### src/rtl/lsu_mem_stage_pkg.sv
// Shared encodings for the load/store unit: memory op, load type, write mask,
// FSM state codes, default timeout, and the small store/alignment helpers.
package lsu_mem_stage_pkg;

    localparam logic [1:0] MEM_OP_NONE  = 2'b00;
    localparam logic [1:0] MEM_OP_LOAD  = 2'b01;
    localparam logic [1:0] MEM_OP_STORE = 2'b10;

    localparam logic [2:0] MEM_RD_NONE = 3'b000;
    localparam logic [2:0] MEM_RD_BYTE = 3'b001;
    localparam logic [2:0] MEM_RD_HALF = 3'b010;
    localparam logic [2:0] MEM_RD_WORD = 3'b011;
    localparam logic [2:0] MEM_RD_B_U  = 3'b100;
    localparam logic [2:0] MEM_RD_H_U  = 3'b101;

    localparam logic [3:0] MEM_WR_NONE = 4'b0000;
    localparam logic [3:0] MEM_WR_BYTE = 4'b0001;
    localparam logic [3:0] MEM_WR_HALF = 4'b0011;
    localparam logic [3:0] MEM_WR_WORD = 4'b1111;

    localparam int LSU_DEFAULT_TIMEOUT = 16;

    typedef enum logic [1:0] {
        LSU_ST_IDLE   = 2'b00,
        LSU_ST_ACCESS = 2'b01,
        LSU_ST_DONE   = 2'b10,
        LSU_ST_FAULT  = 2'b11
    } lsu_state_e;

    // Half accesses need addr[0]=0, word accesses need addr[1:0]=0.
    // A load with MEM_RD_NONE behaves as a word load, so it aligns as one.
    function automatic logic lsu_is_misaligned(input logic [1:0] op,
                                               input logic [2:0] rd_type,
                                               input logic [3:0] mask,
                                               input logic [1:0] off);
        logic is_half;
        logic is_word;
        is_half = 1'b0;
        is_word = 1'b0;
        if (op == MEM_OP_LOAD) begin
            is_half = (rd_type == MEM_RD_HALF) || (rd_type == MEM_RD_H_U);
            is_word = (rd_type == MEM_RD_WORD) || (rd_type == MEM_RD_NONE);
        end else if (op == MEM_OP_STORE) begin
            is_half = (mask == MEM_WR_HALF);
            is_word = (mask == MEM_WR_WORD);
        end else begin
            is_half = 1'b0;
            is_word = 1'b0;
        end
        return (is_half && off[0]) || (is_word && (off != 2'b00));
    endfunction

    // Replicate the store data across every lane it might land in.
    function automatic logic [31:0] lsu_store_lanes(input logic [3:0] mask,
                                                    input logic [31:0] wdata);
        logic [31:0] lanes;
        case (mask)
            MEM_WR_BYTE: lanes = {4{wdata[7:0]}};
            MEM_WR_HALF: lanes = {2{wdata[15:0]}};
            default:     lanes = wdata;
        endcase
        return lanes;
    endfunction

endpackage

### src/rtl/lsu_mem_stage_load_align.sv
// Combinational load extractor: picks the addressed byte/half out of the bus
// word and sign- or zero-extends it to 32 bits.
module lsu_load_align
    import lsu_mem_stage_pkg::*;
(
    input  logic [31:0] rdata,
    input  logic [1:0]  off,
    input  logic [2:0]  rd_type,
    output logic [31:0] data
);

    logic [31:0] shifted_s;

    // Shift the addressed lane down to bit 0, then extend per load type.
    always_comb begin
        shifted_s = rdata >> {off, 3'b000};
        case (rd_type)
            MEM_RD_BYTE: data = {{24{shifted_s[7]}}, shifted_s[7:0]};
            MEM_RD_B_U:  data = {24'h000000, shifted_s[7:0]};
            MEM_RD_HALF: data = {{16{shifted_s[15]}}, shifted_s[15:0]};
            MEM_RD_H_U:  data = {16'h0000, shifted_s[15:0]};
            default:     data = rdata;
        endcase
    end

endmodule

### src/rtl/lsu_mem_stage.sv
// Load/store memory stage: one req/ack bus transaction per request, with store
// lane steering, load extension, alignment faults and an access timeout.
module lsu_mem_stage
    import lsu_mem_stage_pkg::*;
#(
    parameter int TIMEOUT_CYCLES = LSU_DEFAULT_TIMEOUT
) (
    input  logic        clk,
    input  logic        rst,
    input  logic        req_valid,
    input  logic [1:0]  mem_op,
    input  logic [2:0]  mem_read_type,
    input  logic [3:0]  mem_write_mask,
    input  logic [31:0] addr,
    input  logic [31:0] wdata,
    output logic        busy,
    output logic        done,
    output logic [31:0] load_data,
    output logic        misaligned,
    output logic        bus_err,
    output logic        bus_req,
    output logic        bus_we,
    output logic [31:0] bus_addr,
    output logic [31:0] bus_wdata,
    output logic [3:0]  bus_wstrb,
    input  logic        bus_ack,
    input  logic [31:0] bus_rdata
);

    localparam int CW = (TIMEOUT_CYCLES > 0) ? $clog2(TIMEOUT_CYCLES + 1) : 1;
    localparam logic [CW-1:0] CNT_LAST = (TIMEOUT_CYCLES > 0) ? CW'(TIMEOUT_CYCLES - 1) : {CW{1'b0}};

    lsu_state_e  state_q, state_d;
    logic [CW-1:0] cnt_q, cnt_d;
    logic [2:0]  rd_type_q, rd_type_d;
    logic [1:0]  off_q, off_d;
    logic        is_load_q, is_load_d;
    logic        busy_q, busy_d;
    logic        done_q, done_d;
    logic [31:0] load_data_q, load_data_d;
    logic        misaligned_q, misaligned_d;
    logic        bus_err_q, bus_err_d;
    logic        bus_req_q, bus_req_d;
    logic        bus_we_q, bus_we_d;
    logic [31:0] bus_addr_q, bus_addr_d;
    logic [31:0] bus_wdata_q, bus_wdata_d;
    logic [3:0]  bus_wstrb_q, bus_wstrb_d;
    logic [31:0] aligned_s;

    lsu_load_align u_load_align (
        .rdata   (bus_rdata),
        .off     (off_q),
        .rd_type (rd_type_q),
        .data    (aligned_s)
    );

    // Next-state and next-output logic for the transaction FSM.
    always_comb begin
        state_d      = state_q;
        cnt_d        = cnt_q;
        rd_type_d    = rd_type_q;
        off_d        = off_q;
        is_load_d    = is_load_q;
        busy_d       = busy_q;
        done_d       = 1'b0;
        load_data_d  = load_data_q;
        misaligned_d = 1'b0;
        bus_err_d    = 1'b0;
        bus_req_d    = bus_req_q;
        bus_we_d     = bus_we_q;
        bus_addr_d   = bus_addr_q;
        bus_wdata_d  = bus_wdata_q;
        bus_wstrb_d  = bus_wstrb_q;
        case (state_q)
            LSU_ST_IDLE: begin
                if (req_valid) begin
                    rd_type_d   = mem_read_type;
                    off_d       = addr[1:0];
                    is_load_d   = (mem_op == MEM_OP_LOAD);
                    load_data_d = 32'h0000_0000;
                    cnt_d       = {CW{1'b0}};
                    busy_d      = 1'b1;
                    if (lsu_is_misaligned(mem_op, mem_read_type, mem_write_mask, addr[1:0])) begin
                        state_d      = LSU_ST_FAULT;
                        done_d       = 1'b1;
                        misaligned_d = 1'b1;
                    end else if ((mem_op == MEM_OP_LOAD) || (mem_op == MEM_OP_STORE)) begin
                        state_d    = LSU_ST_ACCESS;
                        bus_req_d  = 1'b1;
                        bus_we_d   = (mem_op == MEM_OP_STORE);
                        bus_addr_d = {addr[31:2], 2'b00};
                        if (mem_op == MEM_OP_STORE) begin
                            bus_wdata_d = lsu_store_lanes(mem_write_mask, wdata);
                            bus_wstrb_d = mem_write_mask << addr[1:0];
                        end else begin
                            bus_wdata_d = 32'h0000_0000;
                            bus_wstrb_d = 4'b0000;
                        end
                    end else begin
                        state_d = LSU_ST_DONE;
                        done_d  = 1'b1;
                    end
                end else begin
                    state_d = LSU_ST_IDLE;
                end
            end
            LSU_ST_ACCESS: begin
                if (bus_ack || ((TIMEOUT_CYCLES != 0) && (cnt_q == CNT_LAST))) begin
                    // Ack has priority over a timeout expiring in the same cycle.
                    state_d     = LSU_ST_DONE;
                    done_d      = 1'b1;
                    bus_err_d   = ~bus_ack;
                    load_data_d = (bus_ack && is_load_q) ? aligned_s : 32'h0000_0000;
                    cnt_d       = {CW{1'b0}};
                    bus_req_d   = 1'b0;
                    bus_we_d    = 1'b0;
                    bus_addr_d  = 32'h0000_0000;
                    bus_wdata_d = 32'h0000_0000;
                    bus_wstrb_d = 4'b0000;
                end else begin
                    cnt_d = cnt_q + {{(CW-1){1'b0}}, 1'b1};
                end
            end
            LSU_ST_DONE, LSU_ST_FAULT: begin
                state_d = LSU_ST_IDLE;
                busy_d  = 1'b0;
            end
            default: begin
                state_d     = LSU_ST_IDLE;
                busy_d      = 1'b0;
                bus_req_d   = 1'b0;
                bus_we_d    = 1'b0;
                bus_addr_d  = 32'h0000_0000;
                bus_wdata_d = 32'h0000_0000;
                bus_wstrb_d = 4'b0000;
            end
        endcase
    end

    // State and registered-output flops with synchronous reset.
    always_ff @(posedge clk) begin
        if (rst) begin
            state_q      <= LSU_ST_IDLE;
            cnt_q        <= {CW{1'b0}};
            rd_type_q    <= 3'b000;
            off_q        <= 2'b00;
            is_load_q    <= 1'b0;
            busy_q       <= 1'b0;
            done_q       <= 1'b0;
            load_data_q  <= 32'h0000_0000;
            misaligned_q <= 1'b0;
            bus_err_q    <= 1'b0;
            bus_req_q    <= 1'b0;
            bus_we_q     <= 1'b0;
            bus_addr_q   <= 32'h0000_0000;
            bus_wdata_q  <= 32'h0000_0000;
            bus_wstrb_q  <= 4'b0000;
        end else begin
            state_q      <= state_d;
            cnt_q        <= cnt_d;
            rd_type_q    <= rd_type_d;
            off_q        <= off_d;
            is_load_q    <= is_load_d;
            busy_q       <= busy_d;
            done_q       <= done_d;
            load_data_q  <= load_data_d;
            misaligned_q <= misaligned_d;
            bus_err_q    <= bus_err_d;
            bus_req_q    <= bus_req_d;
            bus_we_q     <= bus_we_d;
            bus_addr_q   <= bus_addr_d;
            bus_wdata_q  <= bus_wdata_d;
            bus_wstrb_q  <= bus_wstrb_d;
        end
    end

    assign busy       = busy_q;
    assign done       = done_q;
    assign load_data  = load_data_q;
    assign misaligned = misaligned_q;
    assign bus_err    = bus_err_q;
    assign bus_req    = bus_req_q;
    assign bus_we     = bus_we_q;
    assign bus_addr   = bus_addr_q;
    assign bus_wdata  = bus_wdata_q;
    assign bus_wstrb  = bus_wstrb_q;

endmodule

### config.mk
export PLATFORM = sky130hd
export DESIGN_NAME = lsu_mem_stage
export DESIGN_NICKNAME = d
export VERILOG_FILES = /design/src/rtl/lsu_mem_stage_pkg.sv /design/src/rtl/lsu_mem_stage_load_align.sv /design/src/rtl/lsu_mem_stage.sv
export SDC_FILE = /design/constraint.sdc
export NUM_CORES = 1
export LEC_CHECK = 0
export ABC_AREA = 1
export BUFFER_PORTS_ARGS = -buffer_cell sky130_fd_sc_hd__buf_2
export CAP_MARGIN = 10
export CORE_ASPECT_RATIO = 0.6
export CORE_MARGIN = 2
export CORE_UTILIZATION = 54
export CTS_CLUSTER_SIZE = 25
export DETAILED_ROUTE_END_ITERATION = 8
export PLACE_DENSITY_LB_ADDON = 0.15
export SETUP_SLACK_MARGIN = 0.1
export SLEW_MARGIN = 20
export SYNTH_ARGS = -nofsm -noshare
export SYNTH_HDL_FRONTEND = slang
export SYNTH_SLANG_ARGS = --single-unit
### constraint.sdc
create_clock -name clk -period 3 [get_ports clk]
set_clock_uncertainty 0.05 [all_clocks]
set_input_delay 0.6 -clock clk [delete_from_list [all_inputs] [get_ports clk]]
set_output_delay 0.6 -clock clk [all_outputs]
set_load 0.02 [all_outputs]
-- Yosys cells after proc, flatten, opt, wreduce, memory -nomap -nowiden
Cells that the tools add are included.
- register bits: 119
- latch bits: 0
- memory bits (writable): 0
- ROM bits: 0
- bits of input ports: 109
- output and inout port bits: 106
- memories kept: 0
- add/subtract/negate cells: 1
- multiply operators: 0
- div/mod/pow operators: 0
- $lt $le $gt $ge: 0
- eq/ne operators: 20
- shift-type cells: 2
- muxes and demuxes: 55
- bitwise logic cells: 5
- reduce and logical (&&, ||, !) cells: 21
- operators by type and width (cell ; count):
    32-bit two-way mux ; 11
    32-bit case mux with 2 select lines ; 4
    32-bit case mux with 4 select lines ; 1
    32-bit by 5-bit right shift with 16-bit output ; 1
    1-bit two-way mux ; 21
    4-bit two-way mux ; 5
    5-bit two-way mux ; 2
    5-bit case mux with 2 select lines ; 1
    3-bit by 2-bit equality test with 1-bit output (second input constant) ; 3
    3-bit equality test (second input constant) ; 3
    2-bit two-way mux ; 4
    2-bit != test (second input constant) ; 4
    1-bit case mux with 2 select lines ; 4
    4-bit case mux with 2 select lines ; 1
    2-bit equality test (second input constant) ; 3
    2-bit case mux with 3 select lines ; 1
    2-bit AND reduction ; 3
    2-bit nonzero test ; 3
    3-bit OR reduction ; 2
    5-bit by 1-bit adder with 5-bit output (second input constant) ; 1
    5-bit by 4-bit equality test with 1-bit output (second input constant) ; 1
    1-bit logical OR ; 5
    1-bit inverter ; 5
    5-bit AND reduction ; 1
    other kinds (11) ; 14

-- Depth between registers and ports, before layout
Gate-level depths: netlist of the first run.
- word-level depth: 10
- depth in mapped cells: 14
- gate-level depth less buffers: 12

-- Cells and area by module
A second synthesis of the first run with hierarchy kept.
- cells, all modules: 1021
- area total of the unflattened synthesis: 6670.1 µm²
- modules (own cells, without submodules) (module ; times used ; cells each ; area an instance (µm²) ; seq. area each (µm²)):
    lsu_mem_stage ; 1 ; 777 ; 5465.2 ; 2342.2
    lsu_load_align ; 1 ; 244 ; 1204.9 ; 0.0

-- Worst setup path after synthesis of the first run
OpenSTA, ideal clock, no wires.
- path type: in2reg
- from: input mem_op[1]
- to: register bus_addr_q[11] (netlist: bus_addr[11])
- library setup time: 0.071 ns
- data arrival time: 1.780 ns
- data required time: 2.879 ns
- slack: 1.099 ns
- stages on the path: 14
- cells stage by stage: inv_1 -> ha_1 -> inv_1 -> a21oi_1 -> nand2_1 -> nand2_1 -> nand2_2 -> nand2_1 -> nand2_2 -> nand3_4 -> buf_6 -> buf_8 -> nand2_2 -> a21oi_2
- cells in the longest elaborated chain, start to end: 9
- elaborated cells between the ends (all ways): 17
- those cells by class: 4 x eq/ne; 8 x mux; 5 x reduce/logical
- RTL lines (item ; RTL line ; text):
    from (decl) ; lsu_mem_stage.sv:11 ; input logic [1:0] mem_op,
    2-bit equality test ; lsu_mem_stage_pkg.sv:43, lsu_mem_stage.sv:87 ;
    1-bit two-way mux ; lsu_mem_stage_pkg.sv:43 ; end else if (op == MEM_OP_STORE) begin
    1-bit two-way mux ; lsu_mem_stage_pkg.sv:40 ; if (op == MEM_OP_LOAD) begin
    1-bit two-way mux ; lsu_mem_stage.sv:76 ; if (req_valid) begin
    1-bit two-way mux ; lsu_mem_stage.sv:74 ; case (state_q)
    1-bit logical AND ; lsu_mem_stage_pkg.sv:50 ; return (is_half && off[0]) || (is_word && (off != 2'b00));
    1-bit logical OR ; lsu_mem_stage_pkg.sv:50 ;
    2-bit != test (no line) ; - ;
    5-bit AND reduction (no line) * ; - ;
    to (signal assigned) ; lsu_mem_stage.sv:171 ; bus_addr_q <= bus_addr_d;
    to (decl) ; lsu_mem_stage.sv:45 ; logic [31:0] bus_addr_q, bus_addr_d;
Every way passes the cells marked *; elsewhere a longest branch is shown, timed or not. The select of a mux whose other input is x is not followed.
A chain may end at the register's enable or synchronous reset.

-- Worst setup path after layout of the first run
- from: register off_q[0]
- to: register load_data_q[19] (netlist: load_data[19])
- cells in the longest elaborated chain, start to end: 5
- RTL lines (item ; RTL line ; text):
    from (decl) ; lsu_mem_stage.sv:36 ; logic [1:0] off_q, off_d;
    from (signal assigned) ; lsu_mem_stage.sv:146 ; off_q <= 2'b00;
    from (signal assigned) ; lsu_mem_stage.sv:162 ; off_q <= off_d;
    32-bit by 5-bit right shift with 16-bit output ; lsu_mem_stage_load_align.sv:16 ; shifted_s = rdata >> {off, 3'b000};
    32-bit case mux with 4 select lines ; lsu_mem_stage_load_align.sv:17 ; case (rd_type)
    32-bit two-way mux ; lsu_mem_stage.sv:113 ; load_data_d = (bus_ack && is_load_q) ? aligned_s : 32'h0000_0000;
    32-bit two-way mux ; lsu_mem_stage.sv:108 ; if (bus_ack || ((TIMEOUT_CYCLES != 0) && (cnt_q == CNT_LAST))) begin
    32-bit case mux with 2 select lines ; lsu_mem_stage.sv:74 ;
    to (signal assigned) ; lsu_mem_stage.sv:166 ; load_data_q <= load_data_d;
    to (decl) ; lsu_mem_stage.sv:40 ; logic [31:0] load_data_q, load_data_d;
Every way passes these cells. The select of a mux whose other input is x is not followed.

==> results of run 1 <==
-- worst min path at each step --
stage	from	endpoint	slack, ns	cells after the start
5_1_grt	bus_ack	bus_err	0.37	2
3_3_place_gp	load_data[5]	load_data[5]	0.38	1
6_report	bus_ack	bus_err	0.37	2
2_1_floorplan	cnt_q[0]	cnt_q[0]	0.40	1
4_1_cts	bus_ack	bus_err	0.36	2
3_5_place_dp	load_data[5]	load_data[5]	0.38	1
-- logic make-up after synthesis --
logic type / share of synthesized area [%]
AO/OA/AOI/OAI: 19.2
XOR/XNOR: 0.145
adder cells (fa/ha/maj): 1.04
buffers and inverters: 10.7
flip-flops: 38.9
other: 0.0622
AND/OR/NAND/NOR: 30.0
-- power breakdown --
part           leakage [nW]  internal, W  total [W]  switching, W
sequential            0.949      0.00163    0.00169     0.0000553
combinational          2.38     0.000305   0.000974      0.000668
clock                 0.311      0.00142    0.00220      0.000778
-- metal layers --
layer  track usage [%]  routed length, um
met1              44.0               8490
met2              41.4               7110
met3              8.65               1990
met5                 0                 13
met4              8.63                244
-- through the flow --
stage / power (W) / setup WS [ns]
after CTS: 0.00486 / 0.724
after detailed placement: 0.00267 / 0.640
after global placement: 0.00267 / 0.688
after floorplan: 0.00240 / 1.10
final: 0.00486 / 0.658
after global routing: 0.00505 / 0.422
-- sequential cells by signal, indices dropped and copies added, names as in the netlist --
register and count:
bus_wdata 32, load_data 32, bus_addr 30, cnt_q 5, bus_wstrb 4, rd_type_q 3
off_q 2, state_q 2, bus_err 1, bus_req 1, bus_we 1, busy 1
done 1, is_load_q 1, misaligned 1
-- layout by cell type, fill, tap and decap left out, types with 5 or more instances in the layout --
| cell type | Yosys | layout |
|---|---|---|
| buf_2 | 23 | 212 |
| nand2_1 | 149 | 149 |
| nor2_1 | 118 | 118 |
| dfxtp_1 | 117 | 117 |
| nand3_1 | 82 | 82 |
| a21oi_1 | 80 | 80 |
| inv_1 | 75 | 75 |
| o21ai_0 | 57 | 57 |
| nand2_2 | 26 | 26 |
| nor3_1 | 21 | 21 |
| o21ai_1 | 21 | 21 |
| a21oi_2 | 20 | 20 |
| clkbuf_16 | 0 | 17 |
| o211ai_1 | 10 | 10 |
| inv_2 | 7 | 7 |
| o22ai_1 | 6 | 6 |
| a22oi_1 | 6 | 6 |
| buf_4 | 7 | 6 |
| ha_1 | 5 | 5 |
-- layout make-up --
class / instances / area share (%)
clock buffer: 18 / 5.72
tap: 139 / 2.27
sequential: 117 / 30.5
timing repair buffer: 221 / 15.2
clock inverter: 14 / 2.59
multi-input combinational: 621 / 39.6
inverter: 83 / 4.08
==> flow_summary_export.csv, run 1 <==
group,metric,value,unit
cts,clkTransAtPathRegs,0.06,ns
worst_setup_path,cp_cell_sequence,"o21ai_0 > o21ai_1 > nand2_1 > nand2_2 > inv_2 > nand2_2 > nand3_2 > o21ai_0",
yosys,post-synth-top-count-cell,"nand2_1",
die,die_w,140,um
sta,finalHoldViolations,0,
cts,root_buffer,"clkbuf_16",
sta,period_minus_slack,2.34,ns
route,via_per_inst,5.34,
placement,place_area,7040,um^2
placement,placedCellCount,1181,
die,num_rows,29,
global_route,grt_use_total,29.6,%
yosys,seq_area_frac_synth,38.9,%
worst_setup_path,r2r_slack,0.66,ns
worst_setup_path,cp_slowest_stage_delay,0.78,ns
yosys,synth_area,6030,um^2
die,core,10700,um^2
yosys,synth.largest_area_cell,"dfxtp_1",
sta,drv_slew,0,
route,wl_per_cell,14.7,um
cells_and_area,seq_area,2340,um^2
cts,cts_tree,"done",
global_route,grt_pass1_wl,28.8,mm
pwr,power_density,633,nW/um^2
worst_setup_path,critPathBufInv,1,
yosys,synthDistinctLibCells,35,
worst_setup_path,critPathTopFamily,"flip-flops",
cells_and_area,finalNetCount,1175,
worst_setup_path,crit_path_end,"load_data[19]",
cells_and_area,drive_gt1_share,29.5,%
worst_hold_path,hold_path.class,"primary input to register",
sta,setup_viol,0,
worst_setup_path,r2r-start,"off_q[0]",
cts,numCtsBuffers,17,
global_route,antenna_found_initial,1,
run_status,status,"finished clean",
placement,dp_hpwl,12.2,mm
worst_setup_path,crit_arrival,2.62,ns
global_route,grt_overflow_total,0,
sta,rsz0062_at_grt,"false",
cells_and_area,multiInputGateArea,3040,um^2
cells_and_area,diodes,0,
worst_setup_path,reg2reg_depth,8,
cts,numClockSinks,117,
worst_setup_path,startpoint,"off_q[0]",
route,wirelength,17.9,mm
cts,post-cts-setup-buffer-count,0,
yosys,async_flop_share,0,%
pwr,p_leak,3.64,nW
worst_setup_path,critPathLaunchType,"register",
die,start_util,56.3,%
worst_setup_path,path_class,"register to register",
yosys,synth_edf_count,0,
yosys,netlist_instances,880,
die,die_area,12000,um^2
sta,min_period_over_period,78.1,%
global_route,grt_pass1_vias,5876,
worst_setup_path,slowest_stage,"dfxtp_1",
yosys,ys_ff_latch,117,
yosys,ys_warn_count,0,
cells_and_area,fillers,938,
route,drcViolationCount,0,
worst_setup_path,crit_required,3.27,ns
cts,cts_max_path_buffers,2,
sta,tightest_slew,0.907,ns
yosys,synth_top_area_share,38.9,%
job,maxCapViolCount,0,
die,io_pins,215,
placement,place_congestion,0.902,
sta,relSlewSlack,39.5,%
worst_setup_path,cp_max_fo,19,
cells_and_area,instances_no_fill,1213,
worst_setup_path,cp_num_cells,8,
yosys,synthTopCellsByCount,"nand2_1 (149), nor2_1 (118), dfxtp_1 (117)",
global_route,grt_max_degree,74,
yosys,synth_area_per_cell,6.85,um^2
pwr,peakVddDrop,0.466,mV
cells_and_area,area_delta_synth_final,27.3,%
route,dr.pass1.iters,6,
cts,holdBufCountCts,0,
placement,port_buffers,212,
route,dr.first_iter.drc_count,588,
cts,clock_latency,0.41,ns
cells_and_area,final_area,7670,um^2
worst_setup_path,endpoint_kind,"register",
sta,fin_setup_tns,0,ns
yosys,synth.area.top_cells,"dfxtp_1 (39%), nand2_1 (9.3%), nor2_1 (7.4%)",
cts,cts_resized,0,
sta,holdWs,0.370,ns
sta,max_freq,0.427,GHz
die,die_y,85.8,um
cells_and_area,post-route-util,71.7,%
route,antenna_left,0,
worst_setup_path,r2r-end,"load_data[19]",
route,num_vias,6473,
yosys,synth_ff_type,"dfxtp_1",
cts,htreeDepth,4,
Power figures use the tool's default switching activity.
==> inputs of run 2 (changes only) <==
- CORE_UTILIZATION: 54 -> 45
- clock period: 3 -> 2.11 ns (I/O delays scaled with it)
==> run 2 against run 1 <==
Largest power group unchanged. Largest cell class unchanged. Total power grew 48%. Worst hold slack lost 0.16 ns. Register-to-register slack lost 0.62 ns.
==> flow_summary_export.csv, run 2 (synthesis results as in run 1) <==
group,metric,value,unit
route,num_vias,6742,
sta,relSlewSlack,38.4,%
worst_hold_path,holdPathStages,2,
route,wl_per_cell,16.7,um
cells_and_area,final_common_cell,"buf_2",
cts,holdBufCountCts,0,
cells_and_area,final_cell_mix,"buf_2 (212), nand2_1 (123), nor2_1 (117), dfxtp_1 (115), nand3_1 (81)",
sta,fin_setup_tns,0,ns
die,start_util,46.5,%
placement,dp_hpwl,13.7,mm
cts,root_buffer,"clkbuf_16",
worst_setup_path,r2r_slack,0.03,ns
worst_setup_path,r2r-start,"cnt_q[0]",
cts,clock_latency,0.41,ns
sta,max_freq,0.482,GHz
cells_and_area,drive_gt1_share,35.6,%
pwr,power_density,851,nW/um^2
global_route,grt_max_degree,74,
sta,rsz0062_at_grt,"true",
route,dr.pass1.iters,5,
placement,place_congestion,0.978,
pwr,peakVddDrop,0.553,mV
route,drcViolationCount,0,
worst_setup_path,reg2reg_depth,13,
worst_setup_path,r2r-end,"bus_wdata[1]",
route,via_per_inst,5.25,
sta,min_period_over_period,98.4,%
job,maxCapViolCount,0,
placement,port_buffers,212,
sta,tightest_slew,0.924,ns
cts,htreeDepth,4,
worst_setup_path,crit_arrival,2.28,ns
route,antenna_left,0,
pwr,p_leak,4.00,nW
cts,cts_max_path_buffers,2,
worst_hold_path,hp-start,"bus_ack",
global_route,grt_overflow_total,0,
die,core,13000,um^2
worst_hold_path,holdPathEnd,"bus_err",
cells_and_area,seq_area,2350,um^2
sta,finalHoldViolations,0,
run_status,status,"finished clean",
cells_and_area,post-route-util,65.2,%
die,num_rows,32,
global_route,antenna_found_initial,1,
die,die_y,93.6,um
die,io_pins,215,
global_route,grt_use_total,27.4,%
worst_setup_path,endpoint_kind,"register",
cts,cts_tree,"done",
cells_and_area,multiInputGateArea,3230,um^2
sta,drv_slew,0,
route,dr.first_iter.drc_count,651,
cells_and_area,area_delta_synth_final,40.5,%
die,die_area,14400,um^2
global_route,grt_pass1_vias,6005,
worst_setup_path,cp_max_fo,8,
cells_and_area,fillers,1167,
cells_and_area,diodes,0,
worst_hold_path,hold_path.class,"primary input to register",
sta,period_minus_slack,2.08,ns
worst_setup_path,crit_required,2.31,ns
die,die_w,153,um
cts,clkTransAtPathRegs,0.06,ns
cts,numCtsBuffers,17,
global_route,grt_pass1_wl,31.6,mm
sta,setup_viol,0,
route,wirelength,21.5,mm
worst_setup_path,critPathLaunchType,"register",
worst_setup_path,path_class,"register to register",
cells_and_area,finalNetCount,1215,
cts,numClockSinks,117,
run 2: changes by cell type in the layout (fill, tap and decap cells not counted), sizes merged:
| cell | previous run | this run |
|---|---|---|
| buf | 221 | 253 |
| bufinv | 4 | 2 |
| clkbuf | 18 | 27 |
| clkinvlp | 1 | 5 |
| clkinv | 7 | 5 |
| inv | 85 | 84 |
run 2: how the worst max path moves through the flow:
stage | startpoint | endpoint | slack [ns] | depth (start not counted)
2_1_floorplan | cnt_q[0] | bus_addr[11] | 0.26 | 12
3_3_place_gp | cnt_q[0] | bus_addr[8] | 0.15 | 12
3_5_place_dp | cnt_q[0] | bus_addr[5] | 0.02 | 12
4_1_cts | cnt_q[1] | load_data[6] | 0.09 | 12
5_1_grt | cnt_q[1] | bus_wdata[1] | -0.003 | 13
6_report | cnt_q[0] | bus_wdata[1] | 0.03 | 13
run 2: final cells by class:
cell class,instances,area share [%]
Timing Repair Buffer,261,20.7
Multi-Input combinational cell,621,38.2
Clock buffer,19,5.35
Sequential cell,117,27.7
Tap cell,170,2.51
Inverter,83,3.75
Clock inverter,13,1.77
run 2: stage by stage:
step / cell area, um^2 / hold WS, ns / instances / power (W) / setup WS [ns]
after floorplan: 6030 / 0.397 / 881 / 0.00341 / 0.257
after global routing: 8460 / 0.199 / 1284 / 0.00748 / -0.00308
after detailed placement: 7250 / 0.388 / 1229 / 0.00390 / 0.0202
after CTS: 7950 / 0.180 / 1266 / 0.00690 / 0.0872
after global placement: 7250 / 0.383 / 1229 / 0.00389 / 0.150
final: 8460 / 0.214 / 1284 / 0.00720 / 0.0334
run 2: report_power, final:
| part | internal [W] | total [W] | switching (W) |
|---|---|---|---|
| sequential | 0.00232 | 0.00240 | 0.0000819 |
| clock | 0.00182 | 0.00295 | 0.00114 |
| combinational | 0.000720 | 0.00185 | 0.00113 |
| total | 0.00485 | 0.00720 | 0.00235 |
run 2: critical path: stages, from the launching register on:
cell	delay, ns
dfxtp_2	0.36
ha_4	0.15
inv_4	0.04
nor3_4	0.18
ha_2	0.20
nor2_2	0.04
inv_2	0.08
nor2_4	0.04
nor2_4	0.18
nand3_4	0.10
buf_12	0.17
clkbuf_16	0.19
nand2_2	0.09
a21oi_2	0.05
run 2: repair_timing:
item                                    in CTS  in global routing
cloned                                       2                 12
endpoints found under the setup margin      70                100
setup buffers                                3                  6
gates resized for setup                      7                 61
pin swaps                                    2                 13
run 2: layer usage:
layer  GRT usage (%)  vias to the layer above  routed length (um)
met5               0                        -                  13
li1                -                     3329                   -
met4            5.66                        2                 171
met1            43.3                     3051               10600
met3            7.97                       20                2320
met2            36.0                      340                8360
==> inputs of run 3 (changes only) <==
- BUFFER_PORTS_ARGS: -buffer_cell sky130_fd_sc_hd__buf_2 -> -buffer_cell sky130_fd_sc_hd__clkbuf_2
==> run 3 against run 2 <==
Via count fell by 2.8%. Highest routed layer is now met4. Worst hold slack lost 0.0028 ns. Setup slack improved by 0.049 ns. Critical path depth stayed put. Routed wire length shrank 7.0%. Critical endpoint is now bus_wdata[8]. Global-route usage is 0.84 points lower. Total power is 1.3% lower.
==> flow_summary_export.csv, run 3 (synthesis results as in run 1) <==
group,metric,value,unit
pwr,p_leak,3.82,nW
route,dr.first_iter.drc_count,504,
global_route,grt_max_degree,69,
worst_setup_path,cp_max_fo,9,
die,die_area,14400,um^2
cts,holdBufCountCts,0,
route,num_vias,6555,
sta,finalHoldViolations,0,
cells_and_area,finalNetCount,1214,
cts,htreeDepth,4,
sta,min_period_over_period,96.1,%
route,wl_met1,10.2,mm
cts,root_buffer,"clkbuf_16",
pwr,power_density,862,nW/um^2
global_route,grt_overflow_total,0,
job,maxCapViolCount,0,
global_route,grt_use_total,26.6,%
pwr,p_int,0.00486,W
sta,setup_viol,0,
route,dr.pass1.iters,5,
run_status,status,"finished clean",
route,wl_per_cell,15.6,um
cells_and_area,post-route-util,63.6,%
cts,numClockSinks,117,
cts,numCtsBuffers,17,
route,drcViolationCount,0,
pwr,clkPwrFrac,42.6,%
pwr,comb_power_share,23.7,%
placement,port_buffers,212,
sta,period_minus_slack,2.03,ns
die,die_w,153,um
cells_and_area,diodes,0,
die,die_y,93.6,um
cts,cts_tree,"done",
worst_setup_path,endpoint_kind,"register",
die,io_pins,215,
worst_setup_path,critPathLaunchType,"register",
pwr,peakVddDrop,0.552,mV
sta,drv_slew,0,
cells_and_area,drive_gt1_share,33.7,%
die,start_util,46.5,%
worst_setup_path,crit_arrival,2.25,ns
global_route,grt_pass1_vias,5712,
cells_and_area,final_common_cell,"clkbuf_2",
cells_and_area,final_cell_mix,"clkbuf_2 (211), nand2_1 (139), nor2_1 (117), dfxtp_1 (115), nand3_1 (82)",
cells_and_area,area_delta_synth_final,36.8,%
global_route,antenna_found_initial,0,
cts,cts_max_path_buffers,2,
sta,tightest_slew,0.619,ns
route,via_per_inst,5.11,
worst_setup_path,path_class,"register to register",
route,top_layer,"met4",
die,core,13000,um^2
pwr,swShare,31.6,%
sta,relSlewSlack,58.4,%
pwr,p_sw,0.00224,W
route,wl_met2,7.54,mm
die,num_rows,32,
sta,rsz0062_at_grt,"true",
route,wirelength,20.0,mm
route,antenna_left,0,
cts,clock_latency,0.42,ns
cells_and_area,fillers,1219,
route,met3_length,2.11,mm
global_route,grt_pass1_wl,30.2,mm
worst_setup_path,crit_required,2.33,ns
sta,fin_setup_tns,0,ns
placement,dp_hpwl,13.9,mm
cts,clkTransAtPathRegs,0.05,ns
sta,max_freq,0.493,GHz
pwr,pwr-share-seq,33.8,%
placement,place_congestion,0.954,
worst_hold_path,hold_path.class,"primary input to register",
[run 3: cell type report]
class | count | area, um^2 | area share, %
clock buffer | 19 | 443 | 5.37
tap | 170 | 213 | 2.58
inverter | 83 | 315 | 3.82
clock inverter | 13 | 174 | 2.11
timing repair buffer | 259 | 1640 | 19.9
sequential | 117 | 2340 | 28.4
multi-input combinational | 622 | 3120 | 37.8
[run 3: final timing paths]
check / end / cells after the start / startpoint / slack (ns)
setup / recovery: bus_wdata[8] / 13 / cnt_q[1] / 0.08
hold / removal: bus_err / 2 / bus_ack / 0.21
setup reg to reg: bus_wdata[8] / 13 / cnt_q[1] / 0.08
hold reg to reg: load_data[5] / 1 / load_data[5] / 0.40
[run 3: power groups by stage]
stage               logic [W]  registers (W)  clock network, W
floorplan            0.000874        0.00254                 0
global placement      0.00149        0.00244                 0
detailed placement    0.00149        0.00244                 0
CTS                   0.00157        0.00240           0.00305
global route          0.00183        0.00241           0.00314
finish                0.00168        0.00240           0.00302
[run 3: timing repair]
action	4_1_cts	5_1_grt
setup buffers	7	5
setup endpoints to repair	61	100
gates cloned	2	5
pin swaps	2	9
gates resized for setup	4	30
[run 3: critical path, stage by stage (launching register included)]
cell and delay, ns:
dfxtp_2 0.36, ha_4 0.15, inv_2 0.04, nor3_2 0.17
ha_2 0.19, nor2_2 0.04, inv_2 0.07, nor2_4 0.04
nor2_4 0.19, nand3_4 0.17, buf_12 0.17, buf_16 0.13
nand2_1 0.06, a21oi_1 0.05
[run 3: routing by layer]
layer / track usage, % / vias up
met2: 34.3 / 314
met3: 8.39 / 15
li1: - / 3324
met1: 41.7 / 2902
met4: 6.27 / 0
met5: 0 / -
[run 3: metrics by stage]
| stage | hold slack [ns] | instance area, um^2 | power (W) | instances | setup WS (ns) |
|---|---|---|---|---|---|
| after floorplan | 0.397 | 6030 | 0.00341 | 881 | 0.257 |
| after global placement | 0.385 | 7350 | 0.00393 | 1235 | 0.131 |
| after detailed placement | 0.389 | 7350 | 0.00393 | 1235 | 0.0509 |
| after CTS | 0.183 | 8070 | 0.00702 | 1276 | 0.115 |
| after global routing | 0.215 | 8250 | 0.00739 | 1283 | -0.0254 |
| final | 0.211 | 8250 | 0.00711 | 1283 | 0.0826 |
